<file path="config.mk">
export PLATFORM = sky130hd
export DESIGN_NAME = ship_ctrl
export DESIGN_NICKNAME = d
export VERILOG_FILES = /design/src/rtl/ship_pkg.sv /design/src/rtl/ship_step.sv /design/src/rtl/ship_ctrl.sv
export SDC_FILE = /design/constraint.sdc
export NUM_CORES = 1
export LEC_CHECK = 0
export CAP_MARGIN = 20
export CORE_MARGIN = 1
export CORE_UTILIZATION = 50
export CTS_BUF_LIST = sky130_fd_sc_hd__clkbuf_16
export CTS_CLUSTER_DIAMETER = 40
export DETAILED_ROUTE_END_ITERATION = 8
export GPL_TIMING_DRIVEN = 0
export PLACE_DENSITY = 0.7
export SKIP_LAST_GASP = 1
export SYNTH_ARGS = -nofsm -noshare
export SYNTH_HDL_FRONTEND = slang
export SYNTH_SLANG_ARGS = --single-unit
</file>
<file path="constraint.sdc">
create_clock -name i_clk_36MHz -period 7.7 [get_ports i_clk_36MHz]
set_clock_uncertainty 0.15 [all_clocks]
set_input_delay 0.77 -clock i_clk_36MHz [delete_from_list [all_inputs] [get_ports i_clk_36MHz]]
set_output_delay 0.77 -clock i_clk_36MHz [all_outputs]
set_load 0.05 [all_outputs]
</file>
<file path="src/rtl/ship_pkg.sv">
// Shared types and default field constants for the player-ship controller,
// renderer and collision logic.
package ship_pkg;

  typedef enum logic [1:0] {
    IDLE   = 2'd0,
    DELAY  = 2'd1,
    REPEAT = 2'd2
  } state_t;

  typedef enum logic [1:0] {
    NONE  = 2'd0,
    LEFT  = 2'd1,
    RIGHT = 2'd2
  } dir_t;

  localparam int DEF_LEFT_LIMIT  = 0;
  localparam int DEF_RIGHT_LIMIT = 19;
  localparam int DEF_RESET_X     = 5;

endpackage

</file>
<file path="src/rtl/ship_step.sv">
// Combinational next-column calculator; clamps at the field edges, or wraps
// around them when SHIP_WRAP_EN is defined.
module ship_step
  import ship_pkg::*;
#(
  parameter int X_W         = 5,
  parameter int LEFT_LIMIT  = DEF_LEFT_LIMIT,
  parameter int RIGHT_LIMIT = DEF_RIGHT_LIMIT,
  parameter int STEP        = 1
) (
  input  logic [X_W-1:0] x,
  input  dir_t           dir,
  output logic [X_W-1:0] next_x
);

  localparam logic [X_W:0] STEP_W      = (X_W+1)'(STEP);
  localparam logic [X_W:0] RIGHT_W     = (X_W+1)'(RIGHT_LIMIT);
  localparam logic [X_W:0] LEFT_STEP_W = (X_W+1)'(LEFT_LIMIT + STEP);
`ifdef SHIP_WRAP_EN
  localparam logic [X_W:0] SPAN_W      = (X_W+1)'(RIGHT_LIMIT - LEFT_LIMIT + 1);
`else
  localparam logic [X_W-1:0] LEFT_X    = X_W'(LEFT_LIMIT);
  localparam logic [X_W-1:0] RIGHT_X   = X_W'(RIGHT_LIMIT);
`endif

  // One spare bit so x+STEP and x+SPAN cannot overflow before the compare.
  logic [X_W:0] x_w;
  logic [X_W:0] inc_w;

  always_comb begin
    x_w    = {1'b0, x};
    inc_w  = x_w + STEP_W;
    next_x = x;
    case (dir)
      LEFT: begin
        if (x_w >= LEFT_STEP_W) next_x = X_W'(x_w - STEP_W);
`ifdef SHIP_WRAP_EN
        else                    next_x = X_W'(x_w + SPAN_W - STEP_W);
`else
        else                    next_x = LEFT_X;
`endif
      end
      RIGHT: begin
        if (inc_w <= RIGHT_W)   next_x = X_W'(inc_w);
`ifdef SHIP_WRAP_EN
        else                    next_x = X_W'(inc_w - SPAN_W);
`else
        else                    next_x = RIGHT_X;
`endif
      end
      default: next_x = x;
    endcase
  end

endmodule

</file>
<file path="src/rtl/ship_ctrl.sv">
// Player-ship column controller with initial-delay / auto-repeat hold behaviour.
// Optional edge wrap-around is enabled by defining SHIP_WRAP_EN.
//
// state  | meaning
// IDLE   | no button held; any press moves at once
// DELAY  | first move done, counting INIT_DELAY_TICKS frame ticks
// REPEAT | auto-repeating, one move every REPEAT_TICKS frame ticks
module ship_ctrl
  import ship_pkg::*;
#(
  parameter int X_W              = 5,
  parameter int LEFT_LIMIT       = DEF_LEFT_LIMIT,
  parameter int RIGHT_LIMIT      = DEF_RIGHT_LIMIT,
  parameter int RESET_X          = DEF_RESET_X,
  parameter int STEP             = 1,
  parameter int INIT_DELAY_TICKS = 8,
  parameter int REPEAT_TICKS     = 2
) (
  input  logic           i_clk_36MHz,
  input  logic           i_reset,
  input  logic           i_frame_tick,
  input  logic           i_left_debounced,
  input  logic           i_right_debounced,
  output logic [X_W-1:0] o_ship_x,
  output logic           o_at_left,
  output logic           o_at_right,
  output logic           o_move_pulse
);

  localparam int CNT_MAX = (INIT_DELAY_TICKS > REPEAT_TICKS) ? INIT_DELAY_TICKS : REPEAT_TICKS;
  localparam int CNT_W   = $clog2(CNT_MAX + 1);

  localparam logic [CNT_W-1:0] INIT_CNT  = CNT_W'(INIT_DELAY_TICKS);
  localparam logic [CNT_W-1:0] REP_CNT   = CNT_W'(REPEAT_TICKS);
  localparam logic [CNT_W-1:0] CNT_ONE   = CNT_W'(1);
  localparam logic [X_W-1:0]   RESET_XV  = X_W'(RESET_X);
  localparam logic [X_W-1:0]   LEFT_XV   = X_W'(LEFT_LIMIT);
  localparam logic [X_W-1:0]   RIGHT_XV  = X_W'(RIGHT_LIMIT);

  state_t           state;
  dir_t             last_dir;
  dir_t             dir;
  logic [CNT_W-1:0] cnt;
  logic [X_W-1:0]   next_x;
  logic             new_press;
  logic             take_move;

  always_comb begin
    dir = NONE;
    if (i_left_debounced && !i_right_debounced)      dir = LEFT;
    else if (i_right_debounced && !i_left_debounced) dir = RIGHT;
  end

  // A press out of IDLE or a direction change restarts the hold and beats a coincident tick.
  assign new_press = (dir != NONE) && ((state == IDLE) || (dir != last_dir));
  assign take_move = new_press ||
                     ((dir != NONE) && (state != IDLE) && i_frame_tick && (cnt == CNT_ONE));

  ship_step #(
    .X_W        (X_W),
    .LEFT_LIMIT (LEFT_LIMIT),
    .RIGHT_LIMIT(RIGHT_LIMIT),
    .STEP       (STEP)
  ) u_step (
    .x     (o_ship_x),
    .dir   (dir),
    .next_x(next_x)
  );

  always_ff @(posedge i_clk_36MHz) begin
    if (!i_reset) begin
      state        <= IDLE;
      last_dir     <= NONE;
      cnt          <= '0;
      o_ship_x     <= RESET_XV;
      o_move_pulse <= 1'b0;
      o_at_left    <= (RESET_XV == LEFT_XV);
      o_at_right   <= (RESET_XV == RIGHT_XV);
    end else begin
      o_move_pulse <= 1'b0;
      if (dir == NONE) begin
        state <= IDLE;
      end else if (new_press) begin
        state    <= DELAY;
        last_dir <= dir;
        cnt      <= INIT_CNT;
      end else if (i_frame_tick) begin
        if (cnt == CNT_ONE) begin
          state <= REPEAT;
          cnt   <= REP_CNT;
        end else begin
          cnt <= cnt - CNT_ONE;
        end
      end

      if (take_move) begin
        o_ship_x     <= next_x;
        o_move_pulse <= (next_x != o_ship_x);
        o_at_left    <= (next_x == LEFT_XV);
        o_at_right   <= (next_x == RIGHT_XV);
      end
    end
  end

endmodule

</file>
==> flow_metrics.py <==
metrics = {
    "logic_synthesis": {
        "synth_flop_cell": "dfxtp_1",
        "ys_ff_latch": 16,
        "postSynthAreaPerCell_sq_um": 8.403,
        "synth_cells": 148,
        "synth_edf_count": 0,
        "seq_area_frac_synth_pct": 25.75,
        "synthTopCellsByCount": "16 x dfxtp_1, 15 x nor2_1, 12 x inv_1",
        "yosys.area.top_type_share_pct": 25.75,
        "synthArstFlopShare_pct": 0,
        "yosysTopAreaCell": "dfxtp_1",
        "netlist_area_sq_mm": 0.001244,
        "synth.most_common_cell": "dfxtp_1",
        "synthesis.nets": 160,
        "ys_top_cells_by_area": "dfxtp_1 26%, ha_1 7.0%, nor2_1 4.5%",
        "synth.distinct_cells": 48,
        "yosys_warnings": 0,
    },
    "job": {
        "drv_cap": 0,
    },
    "routing": {
        "wl_um": 2959,
        "drtIter0Drc": 65,
        "routedWlPerCell_um": 15.49,
        "ant_nets": 0,
        "vias_per_cell": 6.063,
        "drc_errors": 0,
        "drtPass1Iterations": 5,
        "vias": 1158,
    },
    "floorplan": {
        "dieWidth_um": 51.88,
        "placementRows": 17,
        "num_io_pins": 13,
        "die_area_sq_mm": 0.002691,
        "die_h_um": 51.88,
        "core_area_sq_mm": 0.002276,
        "start_util_pct": 54.65,
    },
    "sta": {
        "fmax_mhz": 305.3,
        "whs_ps": 329.6,
        "postLayoutSetupSlackWorst_ps": 4424,
        "final-setup-viol-count": 0,
        "setup_tns_ps": 0,
        "hold_viol_final": 0,
        "rsz0062_at_grt": "no",
        "slew_headroom_pct": 57.50,
        "period_minus_slack_ps": 3276,
        "fin_crit_sh_pct": 42.54,
        "maxSlewViolCount": 0,
        "worst_slew_pin_slew_ps": 632.2,
    },
    "final_layout": {
        "post_route_cells_drive_above_1_share_pct": 11.66,
        "diodes": 0,
        "nets": 177,
        "nFillCells": 193,
        "final_cell_area_sq_mm": 0.001474,
        "syn_to_final_growth_pct": 18.51,
    },
    "cts": {
        "cts_setup_buffers": 0,
        "cts.repair.resized": 0,
        "clock_latency_ps": 240,
        "clk_path_buf_depth": 2,
        "clkTransAtPathRegs_ps": 40,
        "cts-root-buf": "clkbuf_16",
        "cts_sinks": 16,
        "cts_made_buffers": 3,
        "postCtsHoldBufs": 0,
        "cts_tree": "built",
        "htreeDepth": 1,
    },
    "outcome": {
        "outcome": "finished clean",
    },
    "critical_path": {
        "critPathKind": "input pin to flip-flop",
        "slowest_stage": "nor4_2",
        "crit_path_max_incr_delay_ps": 580,
        "path_buf_inv": 3,
        "start_kind": "input pin",
        "required_ps": 7730,
        "worstPathMaxFanout": 10,
        "crit_family": "simple AND/OR/NAND/NOR gates",
        "crit_chain": "clkdlybuf4s50_1 -> inv_1 -> ha_1 -> clkbuf_1 -> xor2_1 -> nor4_2 -> nor2_1 -> nor2b_1 -> a32o_1",
        "cp_data_arrival_time_ps": 3310,
        "endpoint_kind": "flip-flop",
    },
    "placement": {
        "numPortBuffers": 12,
        "place_area_sq_mm": 0.001399,
        "post-place-ws_ps": 4242,
        "hpwlAfterDp_um": 2265,
        "gp_congestion": 0.8880,
    },
    "grt": {
        "grt_pass1_vias": 1086,
        "antenna_found_initial": 0,
        "gr-total-overflow": 0,
        "grt_pass1_wl_um": 5181,
        "grt_use_total_pct": 26.13,
        "grt_max_degree": 11,
    },
    "power": {
        "p_seq_share_pct": 31.8,
        "powerDensity_mw_per_mm2": 209.4,
        "intPower_mw": 0.2033,
        "p_comb_share_pct": 36.9,
        "switching_share_pct": 34.14,
        "leakage_nw": 0.5878,
        "total_power_mw": 0.3086,
        "max-vdd-ir-drop_mv": 0.1725,
        "p_clk_share_pct": 31.3,
        "power.switching_mw": 0.1054,
    },
    "worst_hold_path": {
        "hold_path.class": "flip-flop to flip-flop",
    },
}
[metal layers]
metal	GRT usage [%]	wire [um]	vias up
li1	-	-	562
met1	35.00	1311	554
met2	42.09	1428	40
met3	5.556	210	2
met4	6.757	9	0
met5	0	0	-
[power groups by stage]
stage          sequential (mW)  combinational, mW  clock (mW)
5_1_grt                 0.0996              0.124       0.104
4_1_cts                 0.0981              0.113      0.0989
3_5_place_dp            0.0996              0.112           0
2_1_floorplan            0.112             0.0724           0
6_report                0.0982              0.114      0.0966
3_3_place_gp            0.0994              0.110           0
[cells by family after synthesis]
group | after synthesis | share of synthesized area (%)
AO/OA/AOI/OAI | 36 | 24.55
XOR/XNOR | 9 | 6.338
adder cells (fa/ha/maj) | 7 | 7.042
buffers and inverters | 21 | 7.142
flip-flops | 16 | 25.75
multiplexers | 5 | 4.125
AND/OR/NAND/NOR | 54 | 25.05
[final cells by class]
class                      count  area (sq um)  area share [%]
inverter                      12         45.04           3.056
buffer                         9         43.79           2.971
multi-input combinational    111         834.6           56.62
tap                           28         35.03           2.377
timing repair buffer          12         120.1           8.149
clock buffer                   3         75.07           5.093
sequential                    16         320.3           21.73
[metrics by stage]
| step | util, % | cells |
|---|---|---|
| finish | 64.76 | 191 |
| global placement | 61.46 | 188 |
| CTS | 64.76 | 191 |
| floorplan | - | 148 |
| detailed placement | 61.46 | 188 |
| global route | 64.76 | 191 |
[flip-flops by register name, indices dropped and copies added, names as in the netlist]
name	count
last_dir	2
cnt	4
o_at_left	1
o_move_pulse	1
o_ship_x	5
state	2
o_at_right	1
[cells in the final DEF, fill, tap and decap left out, types with 4 or more instances in the layout]
cell type / Yosys / layout
dfxtp_1: 16 / 16
nand2_1: 9 / 9
mux2i_1: 4 / 4
clkdlybuf4s50_1: 0 / 12
o21ai_0: 6 / 6
clkbuf_1: 5 / 5
xor2_1: 4 / 4
nor3_1: 7 / 7
nor2_1: 15 / 15
ha_1: 7 / 7
inv_1: 12 / 12
a21oi_1: 6 / 6
xnor2_1: 5 / 5
nor2b_1: 5 / 5
[worst paths after layout]
path / from / endpoint / slack, ps / cells past startpoint
worst min register to register: o_at_left / o_at_left / 330 / 1
worst max register to register: o_ship_x[0] / o_move_pulse / 4870 / 8
worst max-delay path: i_left_debounced / o_at_left / 4420 / 9
worst min-delay path: o_at_left / o_at_left / 330 / 1
Power figures use the tool's default switching activity.
==> variant 1: new RTL, same settings <==
Add an input register stage for `i_frame_tick`, cleared by the reset; this delays it by one clock. The other inputs are not delayed to match.
--- a/src/rtl/ship_ctrl.sv
+++ b/src/rtl/ship_ctrl.sv
@@ -37,6 +37,16 @@
   localparam logic [X_W-1:0]   LEFT_XV   = X_W'(LEFT_LIMIT);
   localparam logic [X_W-1:0]   RIGHT_XV  = X_W'(RIGHT_LIMIT);
 
+  logic i_frame_tick_q;
+
+  always_ff @(posedge i_clk_36MHz) begin
+    if (!i_reset) begin
+      i_frame_tick_q <= '0;
+    end else begin
+      i_frame_tick_q <= i_frame_tick;
+    end
+  end
+
   state_t           state;
   dir_t             last_dir;
   dir_t             dir;
@@ -54,7 +64,7 @@
   // A press out of IDLE or a direction change restarts the hold and beats a coincident tick.
   assign new_press = (dir != NONE) && ((state == IDLE) || (dir != last_dir));
   assign take_move = new_press ||
-                     ((dir != NONE) && (state != IDLE) && i_frame_tick && (cnt == CNT_ONE));
+                     ((dir != NONE) && (state != IDLE) && i_frame_tick_q && (cnt == CNT_ONE));
 
   ship_step #(
     .X_W        (X_W),
@@ -84,7 +94,7 @@
         state    <= DELAY;
         last_dir <= dir;
         cnt      <= INIT_CNT;
-      end else if (i_frame_tick) begin
+      end else if (i_frame_tick_q) begin
         if (cnt == CNT_ONE) begin
           state <= REPEAT;
           cnt   <= REP_CNT;
Formal check against the unedited RTL: not equivalent (Yosys sat finds a counterexample within 10 cycles, from zero or initial values and one cycle with i_reset low).
==> variant 1 against the original RTL <==
  * Routed wire length is 3.7% lower
  * Worst hold slack worse by 0.0093 ns
  * Power is 3.1% higher
  * Synthesized area is 0.10% lower
  * Worst setup slack better by 0.17 ns
  * Die area hardly changed
  * Cell area is 0.17% higher
  * Synthesized cell count is 5.4% higher
  * Sequential cell count is 1 higher
  * Largest power group unchanged
==> variant 1: results (changes against the original RTL) <==
status = finished, final reports clean
clk slew on worst S/H paths = 0.05 ns
vias in the first global route = 1107 (+1.9%)
clock root buffer = clkbuf_16
setup TNS = 0 ns (unchanged)
H-tree Lvls = 1 (unchanged)
fillers = 190 (-1.6%)
DRT Pass-1 Iters = 4 (-1)
delay-heaviest family, CP = simple AND/OR/NAND/NOR gates
ys async rst share = 0% (unchanged)
top_reg_cell synth = dfxtp_1
nets@finish = 185 (+4.5%)
Worst R2R Path Depth = 8 (unchanged)
share of cells above drive strength 1 = 9.88% (-1.8 points)
Pleak = 0.000587 µW (-0.13%)
syn nets = 168 (+5.0%)
Port Buffer Count = 12 (unchanged)
Diodes inserted = 0 (unchanged)
first-pass GRT wire length = 4910 µm (-5.3%)
total track usage = 24.1% (-2.0 points)
Iter 0 DRT Violations = 48 (-26%)
HPWL Detailed = 2150 µm (-5.2%)
critical path arrival = 3.05 ns (-0.26 ns)
setup bufs post-CTS = 0 (unchanged)
VDD IR max = 191 µV (+11%)
GP Congestion = 0.879 (-1.0%)
Via density = 5.83 (-3.8%)
R2R Path Start = o_ship_x[0]$_SDFFE_PN1N_
Setup crit start = i_left_debounced
min-delay src = state[0]$_SDFFE_PP0P_
top post-synthesis cells by count = nor2_1, dfxtp_1, inv_1, o21ai_0, nand2_1
r2r setup slk = 5.19 ns (+0.32 ns)
Synth cell types = 44 (-8.3%)
Post-Route WL = 2850 µm (-3.7%)
PostCTS Resize Cnt = 0 (unchanged)
initial antenna violation count = 0 (unchanged)
Max stage delay on crit path = 0.51 ns (-0.07 ns)
slew margin rel. = 66.5% (+9.0 points)
post-place setup slack = 4.38 ns (+0.137 ns)
Synthesis Warnings = 0 (unchanged)
worst hold margin = 0.320 ns (-0.00929 ns)
WHS Path Cells = 2 (+1)
Tightest Hold Check Type = reg -> reg
CP Max Fanout = 10 (unchanged)
top flop regs = o_ship_x: 5 flops, cnt: 4 flops
slowest cell on the critical path = or4_1
Placement Cell Area = 0.00140 mm² (about the same)
TritonCTS Buffers = 3 (unchanged)
Hold EP = state[0]$_SDFFE_PP0P_
CTS max path bufs = 2 (unchanged)
Reg-to-Reg End = o_at_left$_SDFFE_PN0N_
worst skew pair latency = 0.24 ns (about the same)
Synth area leaders = dfxtp_1, ha_1, nor2_1
largest net degree at the start of global routing = 12 (+1)
Seq/Total Area, Yosys = 27.4% (+1.6 points)
## variant 1: cell types whose count changed after synthesis, moves of 3 or more
cell | before | now
nand2b_1 | 1 | 5
o21ai_0 | 6 | 10
nor2_1 | 15 | 20
nand4_1 | 0 | 3
## variant 1: per-stage QoR
step | std cells | utilization, %
after detailed placement | 196 | 61.4
after global routing | 200 | 64.9
after CTS | 200 | 64.9
after global placement | 196 | 61.4
final | 200 | 64.9
after floorplan | 156 | -
## variant 1: cell type report
class,count,share of cell area (%)
multi-input combinational,120,55.9
sequential,17,23.1
timing repair buffer,12,8.14
clock buffer,3,5.08
buffer,9,2.63
inverter,10,2.54
tap,28,2.37
clock inverter,1,0.254
## variant 1: where the power goes
group | switching [µW] | internal (µW) | total [µW] | leakage (µW)
combinational | 69.6 | 43.4 | 113 | 0.000405
clock | 30.7 | 68.7 | 99.5 | 0.0000423
sequential | 9.73 | 96.1 | 106 | 0.000140
total | 110 | 208 | 318 | 0.000587
## variant 1: worst max-delay path by stage
stage,end,slack [ns],cells after the start
2_1_floorplan,o_move_pulse$_SDFF_PN0_,5.08,9
3_3_place_gp,o_move_pulse$_SDFF_PN0_,4.39,10
3_5_place_dp,o_move_pulse$_SDFF_PN0_,4.38,10
4_1_cts,o_move_pulse$_SDFF_PN0_,4.60,10
5_1_grt,o_move_pulse$_SDFF_PN0_,4.42,10
6_report,o_move_pulse$_SDFF_PN0_,4.60,10
## variant 1: per-layer routing
layer / vias up / GRT usage, % / share of wire [%]
met5: - / 0 / 0
met4: 0 / 5.41 / 0.49
met3: 2 / 5.85 / 4.0
met2: 34 / 36.5 / 43
met1: 534 / 34.1 / 52
li1: 596 / - / -
## variant 1: worst register-to-register path: stages (launching register included)
cell and delay [ns]:
dfxtp_1 0.56, ha_1 0.21, buf_1 0.31, nand2_1 0.10, nor3b_1 0.19, o22a_1 0.29
o21ai_0 0.14, and4b_1 0.22, a32o_1 0.25
## variant 1: logic make-up (layout without fill, tap and decap cells)
kind of cell	after synthesis	after routing	share of synthesized area, %
XOR/XNOR	9	9	6.34
AND/OR/NAND/NOR	63	63	27.0
buffers and inverters	19	35	6.14
adder cells (fa/ha/maj)	7	7	7.05
AO/OA/AOI/OAI	39	39	24.5
multiplexers	2	2	1.61
flip-flops	17	17	27.4
==> variant 2: new RTL, same settings <==
Without the edit above. Set the parameter `REPEAT_TICKS` to 1 (it was 2).
--- a/src/rtl/ship_ctrl.sv
+++ b/src/rtl/ship_ctrl.sv
@@ -14,7 +14,7 @@
   parameter int RESET_X          = DEF_RESET_X,
   parameter int STEP             = 1,
   parameter int INIT_DELAY_TICKS = 8,
-  parameter int REPEAT_TICKS     = 2
+  parameter int REPEAT_TICKS     = 1
 ) (
   input  logic           i_clk_36MHz,
   input  logic           i_reset,
Behaviour: same outputs for any inputs over 10 cycles, from zero or initial values and one cycle with i_reset low; that may be too few to reach the edited logic, so the function may still have changed.
==> variant 2 against the original RTL <==
  * Cell area fell by 4.3%
  * Largest cell class unchanged
  * Highest routed layer unchanged
  * Power fell by 2.8%
  * Count of clock-buffer cells in the layout did not move
  * Critical path type unchanged
  * Routed wire length fell by 3.7%
  * Global-route usage fell by 1.1 points
  * Worst setup slack worse by 0.058 ns
  * Sequential cell count unchanged
  * Largest power group unchanged
  * Synthesized area down 5.4%
  * Via count decreased by 1.7%
==> variant 2: results (changes against the original RTL) <==
largest net degree at the start of global routing = 12 (+1)
R2R Path Start = o_ship_x[0]$_SDFFE_PN1N_
fillers = 206 (+6.7%)
WHS Path Cells = 2 (+1)
status = finished, final reports clean
r2r setup slk = 4.95 ns (+0.08 ns)
Synthesis Warnings = 0 (unchanged)
nets@finish = 171 (-3.4%)
share of cells above drive strength 1 = 7.59% (-4.1 points)
top flop regs = o_ship_x: 5 flops, cnt: 4 flops
total track usage = 25.1% (-1.1 points)
Iter 0 DRT Violations = 30 (-54%)
HPWL Detailed = 2080 µm (-8.3%)
Synth area leaders = dfxtp_1, ha_1, a21oi_1
PostCTS Resize Cnt = 0 (unchanged)
VDD IR max = 180 µV (+4.4%)
DRT Pass-1 Iters = 4 (-1)
Hold EP = o_at_left$_SDFFE_PN0N_
Post-Route WL = 2850 µm (-3.7%)
clock root buffer = clkbuf_16
slew margin rel. = 22.7% (-35 points)
Worst R2R Path Depth = 6 (-2)
first-pass GRT wire length = 4840 µm (-6.5%)
Seq/Total Area, Yosys = 27.2% (+1.5 points)
ys async rst share = 0% (unchanged)
TritonCTS Buffers = 3 (unchanged)
CP Max Fanout = 10 (unchanged)
clk slew on worst S/H paths = 0.05 ns
Pleak = 0.000534 µW (-9.1%)
via count = 1138 (-1.7%)
GP Congestion = 0.914 (+3.0%)
syn nets = 154 (-3.8%)
min-delay src = o_at_left$_SDFFE_PN0N_
worst skew pair latency = 0.25 ns
Synth cell types = 47 (-2.1%)
Reg-to-Reg End = o_at_left$_SDFFE_PN0N_
top post-synthesis cells by count = dfxtp_1, a21oi_1, inv_1, nor2_1, nand2_1
initial antenna violation count = 0 (unchanged)
==> variant 2: cell count changes after synthesis, moves of 3 or more <==
| cell | before | now |
|---|---|---|
| a211oi_1 | 2 | 5 |
| a21oi_1 | 6 | 11 |
| a31oi_1 | 1 | 4 |
| nand3_1 | 3 | 6 |
| nor2_1 | 15 | 11 |
| nor2b_1 | 5 | 2 |
| nor3_1 | 7 | 2 |
| xor2_1 | 4 | 1 |
==> variant 2: cell families after synthesis <==
family / share of synthesized area (%)
buf+inv: 6.81
fa+ha+maj: 7.45
flops: 27.2
xor+xnor: 4.47
mux: 3.40
simple gates: 17.3
compound gates: 33.3
==> variant 2: report_power, final <==
part	internal [µW]	switching, µW	leakage, µW
Combinational	39.0	63.1	0.000364
Sequential	89.6	7.14	0.000131
Clock	68.9	32.1	0.0000385
==> variant 2: per-stage QoR <==
| stage | worst slack [ns] | cell area [µm²] | cells | utilization [%] | hold WS, ns |
|---|---|---|---|---|---|
| 2_1_floorplan | 5.11 | 1180 | 142 | - | 0.294 |
| 3_3_place_gp | 4.23 | 1330 | 182 | 60.2 | 0.306 |
| 3_5_place_dp | 4.24 | 1330 | 182 | 60.2 | 0.321 |
| 4_1_cts | 4.47 | 1410 | 186 | 63.7 | 0.333 |
| 5_1_grt | 4.19 | 1410 | 186 | 63.7 | 0.365 |
| 6_report | 4.37 | 1410 | 186 | 63.7 | 0.328 |
==> variant 2: worst max-delay path, stage by stage <==
cell and delay, ns:
clkdlybuf4s50_1 0.48, inv_1 0.05, ha_1 0.21, clkbuf_1 0.25, o311ai_1 0.17, a31oi_1 0.07
a2111oi_0 0.98, a21oi_1 0.09, o31ai_1 0.26
==> variant 2: layout make-up <==
cell class,count,area share (%)
Clock buffer,3,5.32
Timing Repair Buffer,12,8.52
Inverter,12,3.19
Multi-Input combinational cell,108,55.0
Clock inverter,1,0.266
Tap cell,28,2.48
Sequential cell,16,22.7
Buffer,6,2.48
==> variant 2: worst max-delay path by stage <==
stage,endpoint,slack (ns),cells after the start,startpoint
final,o_at_left$_SDFFE_PN0N_,4.37,9,i_left_debounced
after global routing,o_at_left$_SDFFE_PN0N_,4.19,9,i_left_debounced
after global placement,o_at_left$_SDFFE_PN0N_,4.23,9,i_left_debounced
after CTS,o_at_left$_SDFFE_PN0N_,4.47,9,i_left_debounced
after floorplan,o_move_pulse$_SDFF_PN0_,5.11,6,o_ship_x[1]$_SDFFE_PN0N_
after detailed placement,o_at_left$_SDFFE_PN0N_,4.24,9,i_left_debounced
==> variant 2: per-layer routing <==
metal | up-vias | routed length, µm | global-route usage [%]
met1 | 532 | 1300 | 33.6
met5 | - | 0 | 0
met4 | 0 | 28 | 7.41
met2 | 37 | 1320 | 38.2
li1 | 563 | - | -
met3 | 6 | 207 | 7.88
